File: config.mk
export PLATFORM = sky130hd
export DESIGN_NAME = serial_alu
export DESIGN_NICKNAME = d
export VERILOG_FILES = /design/src/rtl/serial_alu_pkg.sv /design/src/rtl/alu_digit.sv /design/src/rtl/serial_alu.sv
export SDC_FILE = /design/constraint.sdc
export NUM_CORES = 1
export LEC_CHECK = 0
export ABC_AREA = 1
export BUFFER_PORTS_ARGS = -buffer_cell sky130_fd_sc_hd__buf_2
export CORE_MARGIN = 2
export CORE_UTILIZATION = 61
export CTS_CLUSTER_SIZE = 28
export DETAILED_ROUTE_END_ITERATION = 10
export PLACE_DENSITY = 0.86
export SYNTH_ARGS = -nofsm -noshare
export SYNTH_HDL_FRONTEND = slang
export SYNTH_SLANG_ARGS = --single-unit
File: constraint.sdc
create_clock -name clk -period 5.15 [get_ports clk]
set_input_delay 0.7725 -clock clk [delete_from_list [all_inputs] [get_ports clk]]
set_output_delay 0.7725 -clock clk [all_outputs]
set_load 0.01 [all_outputs]
File: src/rtl/serial_alu_pkg.sv
// serial_alu_pkg: shared op codes, FSM states and op decode helpers for serial_alu
// Contents:
//   OP_*       3-bit operation codes
//   state_t    control FSM states
//   is_arith() op uses the adder (ADD/SUB/SLT/SLTU)
//   inv_b()    op uses ~B (ANDN/ORN/SUB/SLT/SLTU)
package serial_alu_pkg;

    localparam logic [2:0] OP_AND  = 3'b000;
    localparam logic [2:0] OP_OR   = 3'b001;
    localparam logic [2:0] OP_ADD  = 3'b010;
    localparam logic [2:0] OP_SLTU = 3'b011;
    localparam logic [2:0] OP_ANDN = 3'b100;
    localparam logic [2:0] OP_ORN  = 3'b101;
    localparam logic [2:0] OP_SUB  = 3'b110;
    localparam logic [2:0] OP_SLT  = 3'b111;

    typedef enum logic [1:0] {IDLE, RUN, DONE} state_t;

    function automatic logic is_arith(input logic [2:0] op);
        return op[1];
    endfunction

    // SLTU (011) subtracts even though op[2] is clear
    function automatic logic inv_b(input logic [2:0] op);
        return op[2] | (op[1] & op[0]);
    endfunction

endpackage

File: src/rtl/alu_digit.sv
// alu_digit: one DIGIT-wide combinational ALU slice, reused for every digit
// Ports:
//   a_d, b_d  operand digits
//   cin       carry into the digit LSB
//   op        operation code
//   r_d       digit result
//   cout      carry out of the digit MSB
//   c_msb_in  carry into the digit MSB, for signed overflow
module alu_digit
    import serial_alu_pkg::*;
#(
    parameter int DIGIT = 8
) (
    input  logic [DIGIT-1:0] a_d,
    input  logic [DIGIT-1:0] b_d,
    input  logic             cin,
    input  logic [2:0]       op,
    output logic [DIGIT-1:0] r_d,
    output logic             cout,
    output logic             c_msb_in
);

    logic [DIGIT-1:0] bb;
    logic [DIGIT:0]   sum;

    always_comb begin
        bb       = inv_b(op) ? ~b_d : b_d;
        sum      = {1'b0, a_d} + {1'b0, bb} + {{DIGIT{1'b0}}, cin};
        r_d      = is_arith(op) ? sum[DIGIT-1:0] : op[0] ? (a_d | bb) : (a_d & bb);
        cout     = sum[DIGIT];
        // sum bit = a ^ b ^ carry-in, so the carry into the MSB falls out of the xor
        c_msb_in = a_d[DIGIT-1] ^ bb[DIGIT-1] ^ sum[DIGIT-1];
    end

endmodule

File: src/rtl/serial_alu.sv
// serial_alu: digit-serial ALU, WIDTH bits processed DIGIT bits per clock
// Ports:
//   clk, rst_n               clock, async active-low reset
//   in_valid, in_ready, a, b, op   operation request handshake
//   out_valid, out_ready     result handshake
//   result, zero, carry, overflow  result and flags, held while out_valid
//   busy                     an operation is in flight or awaiting pickup
module serial_alu
    import serial_alu_pkg::*;
#(
    parameter int WIDTH = 32,
    parameter int DIGIT = 8
) (
    input  logic             clk,
    input  logic             rst_n,
    input  logic             in_valid,
    output logic             in_ready,
    input  logic [WIDTH-1:0] a,
    input  logic [WIDTH-1:0] b,
    input  logic [2:0]       op,
    output logic             out_valid,
    input  logic             out_ready,
    output logic [WIDTH-1:0] result,
    output logic             zero,
    output logic             carry,
    output logic             overflow,
    output logic             busy
);

    localparam int NDIG = WIDTH / DIGIT;
    localparam int KW   = NDIG > 1 ? $clog2(NDIG) : 1;

    if (WIDTH % DIGIT != 0) begin : g_bad_digit
        $error("serial_alu: WIDTH must be a multiple of DIGIT");
    end

    state_t           state_q;
    logic [WIDTH-1:0] a_q, b_q, res_q, res_ins, res_fin;
    logic [2:0]       op_q;
    logic             c_q, zero_q, carry_q, ovf_q;
    logic [KW-1:0]    k_q;
    logic [DIGIT-1:0] r_d;
    logic             cout, c_msb_in, last, slt_bit, is_slt;

    // operands shift right each digit, so the slice always sees the low DIGIT bits
    alu_digit #(.DIGIT(DIGIT)) u_digit (
        .a_d      (a_q[DIGIT-1:0]),
        .b_d      (b_q[DIGIT-1:0]),
        .cin      (c_q),
        .op       (op_q),
        .r_d      (r_d),
        .cout     (cout),
        .c_msb_in (c_msb_in)
    );

    always_comb begin
        last    = k_q == KW'(NDIG - 1);
        res_ins = res_q;
        res_ins[32'(k_q) * DIGIT +: DIGIT] = r_d;
        // SLT: sign of A-B corrected by overflow; SLTU: borrow out
        slt_bit = op_q[2] ? r_d[DIGIT-1] ^ c_msb_in ^ cout : ~cout;
        is_slt  = is_arith(op_q) & op_q[0];
        res_fin = is_slt ? WIDTH'(slt_bit) : res_ins;
    end

    always_ff @(posedge clk or negedge rst_n) begin
        if (!rst_n) begin
            state_q <= IDLE;
            a_q     <= '0;
            b_q     <= '0;
            op_q    <= '0;
            c_q     <= 1'b0;
            k_q     <= '0;
            res_q   <= '0;
            zero_q  <= 1'b0;
            carry_q <= 1'b0;
            ovf_q   <= 1'b0;
        end else begin
            case (state_q)
                IDLE: if (in_valid) begin
                    a_q     <= a;
                    b_q     <= b;
                    op_q    <= op;
                    c_q     <= is_arith(op) & inv_b(op);
                    k_q     <= '0;
                    state_q <= RUN;
                end
                RUN: begin
                    a_q   <= a_q >> DIGIT;
                    b_q   <= b_q >> DIGIT;
                    c_q   <= cout;
                    k_q   <= k_q + KW'(1);
                    res_q <= last ? res_fin : res_ins;
                    if (last) begin
                        zero_q  <= res_fin == '0;
                        carry_q <= is_arith(op_q) & cout;
                        ovf_q   <= is_arith(op_q) & ~op_q[0] & (c_msb_in ^ cout);
                        state_q <= DONE;
                    end
                end
                DONE: if (out_ready) state_q <= IDLE;
                default: state_q <= IDLE;
            endcase
        end
    end

    assign in_ready  = state_q == IDLE;
    assign out_valid = state_q == DONE;
    assign busy      = state_q != IDLE;
    assign result    = res_q;
    assign zero      = zero_q;
    assign carry     = carry_q;
    assign overflow  = ovf_q;

endmodule
==> impl_metrics.json, run 1 <==
{
  "status": "finished, final reports clean",
  "dr.first_iter.drc_count": 357,
  "syn-num-nets": 838,
  "gp_congestion": 0.9460,
  "diodes": 0,
  "grt_max_degree": 106,
  "async_flop_share": 1.000,
  "slowest_stage": "dfrtp_1",
  "rows": 36,
  "synthDistinctLibCells": 38,
  "cp-end-kind": "flip-flop",
  "syn_avg_cell_area_um2": 8.049,
  "die_w_um": 103.0,
  "p_total_mw": 5.285,
  "grt_pass1_wl_um": 24960,
  "critical_path_arrival_ns": 4.02,
  "timing.fmax_mhz": 270.7,
  "vias_per_cell": 5.568,
  "io_pins": 109,
  "tns_ns": 0,
  "ir_worst_vdd_mv": 0.4619,
  "die-area_um2": 10610,
  "timing.hold.ws_ns": 0.4619,
  "clk_pin_slew_ns": 0.11,
  "pre_cts_slack_ns": 1.502,
  "cts_root_buffer": "clkbuf_8",
  "leakagePower_nw": 3.463,
  "start_util": 0.6205,
  "first_pass_iters": 7,
  "finalMaxSlewViolations": 0,
  "worstPathRequired_ns": 5.47,
  "critPathBufInv": 2,
  "drive_gt1_frac": 0.1854,
  "vias": 5395,
  "syn-instance-count": 743,
  "area_delta_synth_final_pct": 13.64,
  "antenna_found_initial": 0,
  "wl_per_cell_um": 15.36,
  "antenna_left": 0,
  "yosysSeqAreaShare": 0.4477,
  "hold_path.class": "in2async",
  "setup_slack_ns": 1.456,
  "portBuffers": 108,
  "grt_overflow": 0,
  "routed_wl_um": 14880,
  "fillers": 838,
  "period_minus_slack_ns": 3.694,
  "cts_sinks": 107,
  "setup-violations-final": 0,
  "cts_made_buffers": 9,
  "crit_path_frequent_cell": "nand2_1",
  "worstSetupStartpointType": "flip-flop",
  "clockBufferDepth": 2,
  "cts_max_level": 3,
  "rsz0062_at_grt": "no",
  "p_per_area_nw_per_um2": 777.6,
  "worst_path_largest_cell_delay_ns": 0.63,
  "postLayoutCellArea_um2": 6797,
  "relSlewSlack": 0.3006,
  "placed_area_um2": 6588,
  "cts_hold_buf": 0,
  "crit_chain": "nand2_1 > nand2_1 > xor2_1 > inv_1 > fa_1 > inv_1 > fa_1 > nand2_1 > nand2_2 > nand3_1 > nand2_1 > nor2_1 > nand2_1 > nor2_1 > nand3_1 > nor2_1 > nand3_1 > nor2_1 > nand2_1 > nand2_1 > nand2_1 > nand2_1",
  "ys.warnings.count": 0,
  "fin_nets": 926,
  "tightest_slew_ns": 1.047,
  "post_cts_buffers": 0,
  "syn-cell-area_um2": 5981,
  "core_area_um2": 9639,
  "clk_latency_ns": 0.38,
  "worstPathMaxFanout": 13,
  "drc": 0,
  "ys_seq_elements": 107,
  "synth_edf_count": 0,
  "grt_pass1_vias": 5277,
  "skew_ns": 0.01325,
  "cp_top_family": "simple AND/OR/NAND/NOR gates",
  "synth_flop_cell": "dfrtp_1",
  "dpl.hpwl_um": 10770,
  "finalHoldViolCount": 0,
  "globalRouteTotalUtil": 0.2996,
  "maxCapViolCount": 0,
  "post_cts_resized": 0,
  "post-route-period-util": 0.7174,
  "critPathKind": "reg2reg",
  "cts_tree": "done",
  "die_h_um": 103.0
}
==> through the flow <==
| step | cells | util |
|---|---|---|
| floorplan | 743 | - |
| global placement | 953 | 0.6834 |
| detailed placement | 953 | 0.6834 |
| CTS | 969 | 0.7051 |
| global route | 969 | 0.7051 |
| finish | 969 | 0.7051 |
==> cell type report <==
type / count / area [µm²] / area share
inverter: 151 / 566.8 / 0.08339
tap: 133 / 166.4 / 0.02448
clock inverter: 6 / 71.32 / 0.01049
sequential: 107 / 2678 / 0.3940
timing repair buffer: 112 / 573.1 / 0.08432
clock buffer: 10 / 137.6 / 0.02025
multi-input combinational: 450 / 2604 / 0.3831
==> flip-flops by register name (all words and copies together), names as in the netlist <==
register  count
b_q          32
zero          1
c_q           1
carry         1
k_q           2
overflow      1
op_q          3
state_q       2
result       32
a_q          32
==> worst register-to-register path: cells and delay by family, from the launching register on <==
| kind | cells | cell delay [ns] |
|---|---|---|
| XOR/XNOR | 1 | 0.26 |
| adder cells (fa/ha/maj) | 2 | 0.81 |
| buffers and inverters | 2 | 0.23 |
| flip-flops | 1 | 0.63 |
| AND/OR/NAND/NOR | 17 | 1.70 |
==> Yosys cell counts, types with 2 or more instances <==
master    count  area [µm²]
inv_1       147       551.8
nand2_1     136       510.5
dfrtp_1     107        2678
o21ai_0      56       280.3
nor3_1       47       235.2
a221oi_1     40       350.3
nand3_1      28       140.1
clkbuf_1     26       97.59
nor2_1       26       97.59
ha_1         22       275.3
o22ai_1      16       100.1
a21oi_1      15       75.07
nand4_1      14       87.58
xor2_1        8       70.07
nand2_2       6       37.54
o21a_1        6       45.04
buf_2         5       25.02
inv_2         4       15.01
o21ai_1       4       20.02
nand2_4       3       33.78
nand3_2       3       30.03
nor2_2        3       18.77
a21oi_2       2       17.52
buf_1         2       7.510
buf_4         2       15.01
fa_1          2       40.04
o31ai_1       2       15.01
==> cell usage in the layout, fill, tap and decap left out, types with 2 or more instances in the layout <==
master,netlist,routed
a21oi_2,2,2
inv_1,147,147
fa_1,2,2
nand3_1,28,28
o21a_1,6,6
nand2_2,6,6
inv_2,4,4
a21oi_1,15,15
o22ai_1,16,16
a221oi_1,40,40
nor3_1,47,47
buf_4,2,5
nand3_2,3,3
inv_6,0,2
clkinvlp_4,0,2
dfrtp_1,107,107
clkbuf_8,0,10
buf_2,5,107
nor2_2,3,2
nor2_1,26,25
nand2_4,3,3
o21ai_0,56,55
nor2_4,1,3
nand4_1,14,14
ha_1,22,22
o31ai_1,2,2
o21ai_1,4,5
nand2_1,136,136
xor2_1,8,8
==> power by group <==
part	total, mW	switching, mW	internal [mW]
sequential	1.44	0.226	1.21
clock	0.548	0.305	0.243
combinational	3.30	2.18	1.12
==> kinds of logic (layout without fill, tap and decap cells) <==
kind of cell             Yosys count  count (layout)  share of synthesized area
AND/OR/NAND/NOR                  269             269                     0.2048
AO/OA/AOI/OAI                    147             147                     0.1598
buffers and inverters            186             279                     0.1190
flip-flops                       107             107                     0.4477
adder cells (fa/ha/maj)           24              24                    0.05272
XOR/XNOR                          10              10                    0.01590
==> final timing paths <==
kind                         start       to  slack (ns)  cells past startpoint
min                          rst_n  a_q[18]        0.46                      1
min reg2reg                 b_q[0]   b_q[0]        0.52                      2
max reg2reg                op_q[1]     zero        1.46                     22
max                        op_q[1]     zero        1.46                     22
min in group clk            b_q[0]   b_q[0]        0.52                      2
max in group asynchronous    rst_n   a_q[0]        3.62                      2
==> metal layers <==
layer | part of all wire | track usage
met5 | 0 | 0
met3 | 0.062 | 0.05288
met4 | 0.019 | 0.09919
met1 | 0.45 | 0.4247
met2 | 0.47 | 0.4695
Note: power is estimated with default switching activity, not from simulation.
==> run 2: changes to the inputs <==
- CORE_UTILIZATION: 61 -> 51
- PLACE_DENSITY: 0.86 -> 0.77
- clock period: 5.15 -> 3.1 ns (I/O delays scaled with it)
==> impl_metrics.json, run 2 (same netlist as run 1, synthesis figures left out) <==
{
  "status": "finished, final reports clean",
  "p_per_area_nw_per_um2": 1319,
  "mostFrequentLayoutCells": "inv_1, nand2_1, dfrtp_1, buf_2, o21ai_0",
  "r2r_setup_slack_ns": 0.09,
  "first_pass_iters": 7,
  "setup-violations-final": 0,
  "drc": 0,
  "drive_gt1_frac": 0.2108,
  "grt_max_degree": 100,
  "tns_ns": 0,
  "worstPathMaxFanout": 4,
  "diodes": 0,
  "r2r-end": "zero",
  "crit_path_end": "zero",
  "timing.fmax_mhz": 332.2,
  "cts_root_buffer": "clkbuf_16",
  "top_usage_layer": "met2",
  "io_pins": 109,
  "tightest_slew_ns": 0.8232,
  "grt_overflow": 0,
  "rows": 39,
  "dp_cells": 973,
  "relSlewSlack": 0.4506,
  "antenna_found_initial": 1,
  "final_cells": 992,
  "final_common_cell": "inv_1",
  "post-route-period-util": 0.9709,
  "start_util": 0.5238,
  "routed_wl_um": 15180,
  "area_delta_synth_final_pct": 17.82,
  "cts_max_level": 3,
  "grt_use_met3": 0.05616,
  "cts_sinks": 107,
  "placed_area_um2": 6700,
  "cp-end-kind": "flip-flop",
  "gp_congestion": 0.9552,
  "cts_tree": "done",
  "hold_path.class": "in2async",
  "globalRouteTotalUtil": 0.2511,
  "fin_nets": 939,
  "reg2reg_depth": 22,
  "critPathKind": "reg2reg",
  "die_w_um": 112.3,
  "die-area_um2": 12610,
  "leakagePower_nw": 3.572,
  "postLayoutCellArea_um2": 7047,
  "vias_per_cell": 5.423,
  "clk_latency_ns": 0.37,
  "use_met2": 0.3932,
  "setup_slack_ns": 0.09018,
  "critPathLaunch": "op_q[0]",
  "reg2reg_from": "op_q[0]",
  "rsz0062_at_grt": "yes",
  "period_minus_slack_ns": 3.010,
  "critical_path_arrival_ns": 3.32,
  "cts_hold_buf": 0,
  "vias": 5380,
  "worstPathRequired_ns": 3.41,
  "worstSetupStartpointType": "flip-flop",
  "finalMaxSlewViolations": 0,
  "grt_pass1_wl_um": 25500,
  "post-route-util": 0.6171,
  "cts_made_buffers": 9,
  "wl_per_cell_um": 15.31,
  "portBuffers": 108,
  "die_h_um": 112.3,
  "clockBufferDepth": 2,
  "finalHoldViolCount": 0,
  "grt_pass1_vias": 5129,
  "skew_ns": 0.01003,
  "clk_pin_slew_ns": 0.08,
  "dpl.hpwl_um": 10780,
  "grtUsageMet1": 0.3476,
  "ir_worst_vdd_mv": 0.5512,
  "dr.first_iter.drc_count": 381,
  "antenna_left": 0,
  "core_area_um2": 11420,
  "pre_cts_slack_ns": 0.1073,
  "maxCapViolCount": 0
}
run 2: final cells by class:
cell class / count / area, µm²
Fill cell: 1039 / 4372
Sequential cell: 107 / 2678
Multi-Input combinational cell: 450 / 2645
Timing Repair Buffer: 125 / 695.7
Inverter: 151 / 566.8
Clock buffer: 10 / 229.0
Tap cell: 143 / 178.9
Clock inverter: 6 / 53.80
run 2: worst min-delay path by stage:
stage	end	slack, ns
after CTS	a_q[1]	0.14
after global routing	a_q[1]	0.17
after global placement	overflow	0.49
after floorplan	a_q[0]	0.17
after detailed placement	overflow	0.49
final	a_q[1]	0.11
run 2: worst max-delay path, cell delays in order (launching register included):
cell	delay (ns)
dfrtp_1	0.41
nand2_2	0.11
nand2_4	0.06
xor2_2	0.20
inv_2	0.07
fa_2	0.34
inv_2	0.10
fa_2	0.44
nand2_2	0.08
nand2_4	0.08
nand3_2	0.07
nand2_2	0.05
nor2_1	0.09
nand2_1	0.07
nor2_1	0.12
nand3_1	0.09
nor2_1	0.11
nand3_1	0.11
nor2_1	0.12
nand2_1	0.06
nand2_1	0.06
nand2_1	0.04
nand2_1	0.05
run 2: metal layers:
metal / wire length (µm) / up-vias
met5: 0 / -
met4: 293 / 0
met3: 1002 / 22
li1: - / 2641
met1: 6882 / 2512
met2: 7005 / 205
run 2: report_power, final:
| group | leakage, nW | switching, mW | internal [mW] |
|---|---|---|---|
| Sequential | 1.34 | 0.316 | 2.02 |
| Clock | 0.136 | 0.571 | 0.562 |
| Combinational | 2.09 | 3.76 | 2.07 |
| Total | 3.57 | 4.65 | 4.65 |
run 2: what timing repair did:
item	4_1_cts	5_1_grt
hold endpoints to repair	0	0
buffers inserted	0	3
gates resized for setup	0	15
setup endpoints to repair	0	2
run 2: metrics by stage:
stage	power [mW]	hold WS, ns
finish	9.295	0.1070
global route	10.12	0.1716
CTS	9.102	0.1421
detailed placement	7.941	0.4936
global placement	7.848	0.4888
floorplan	6.477	0.1694
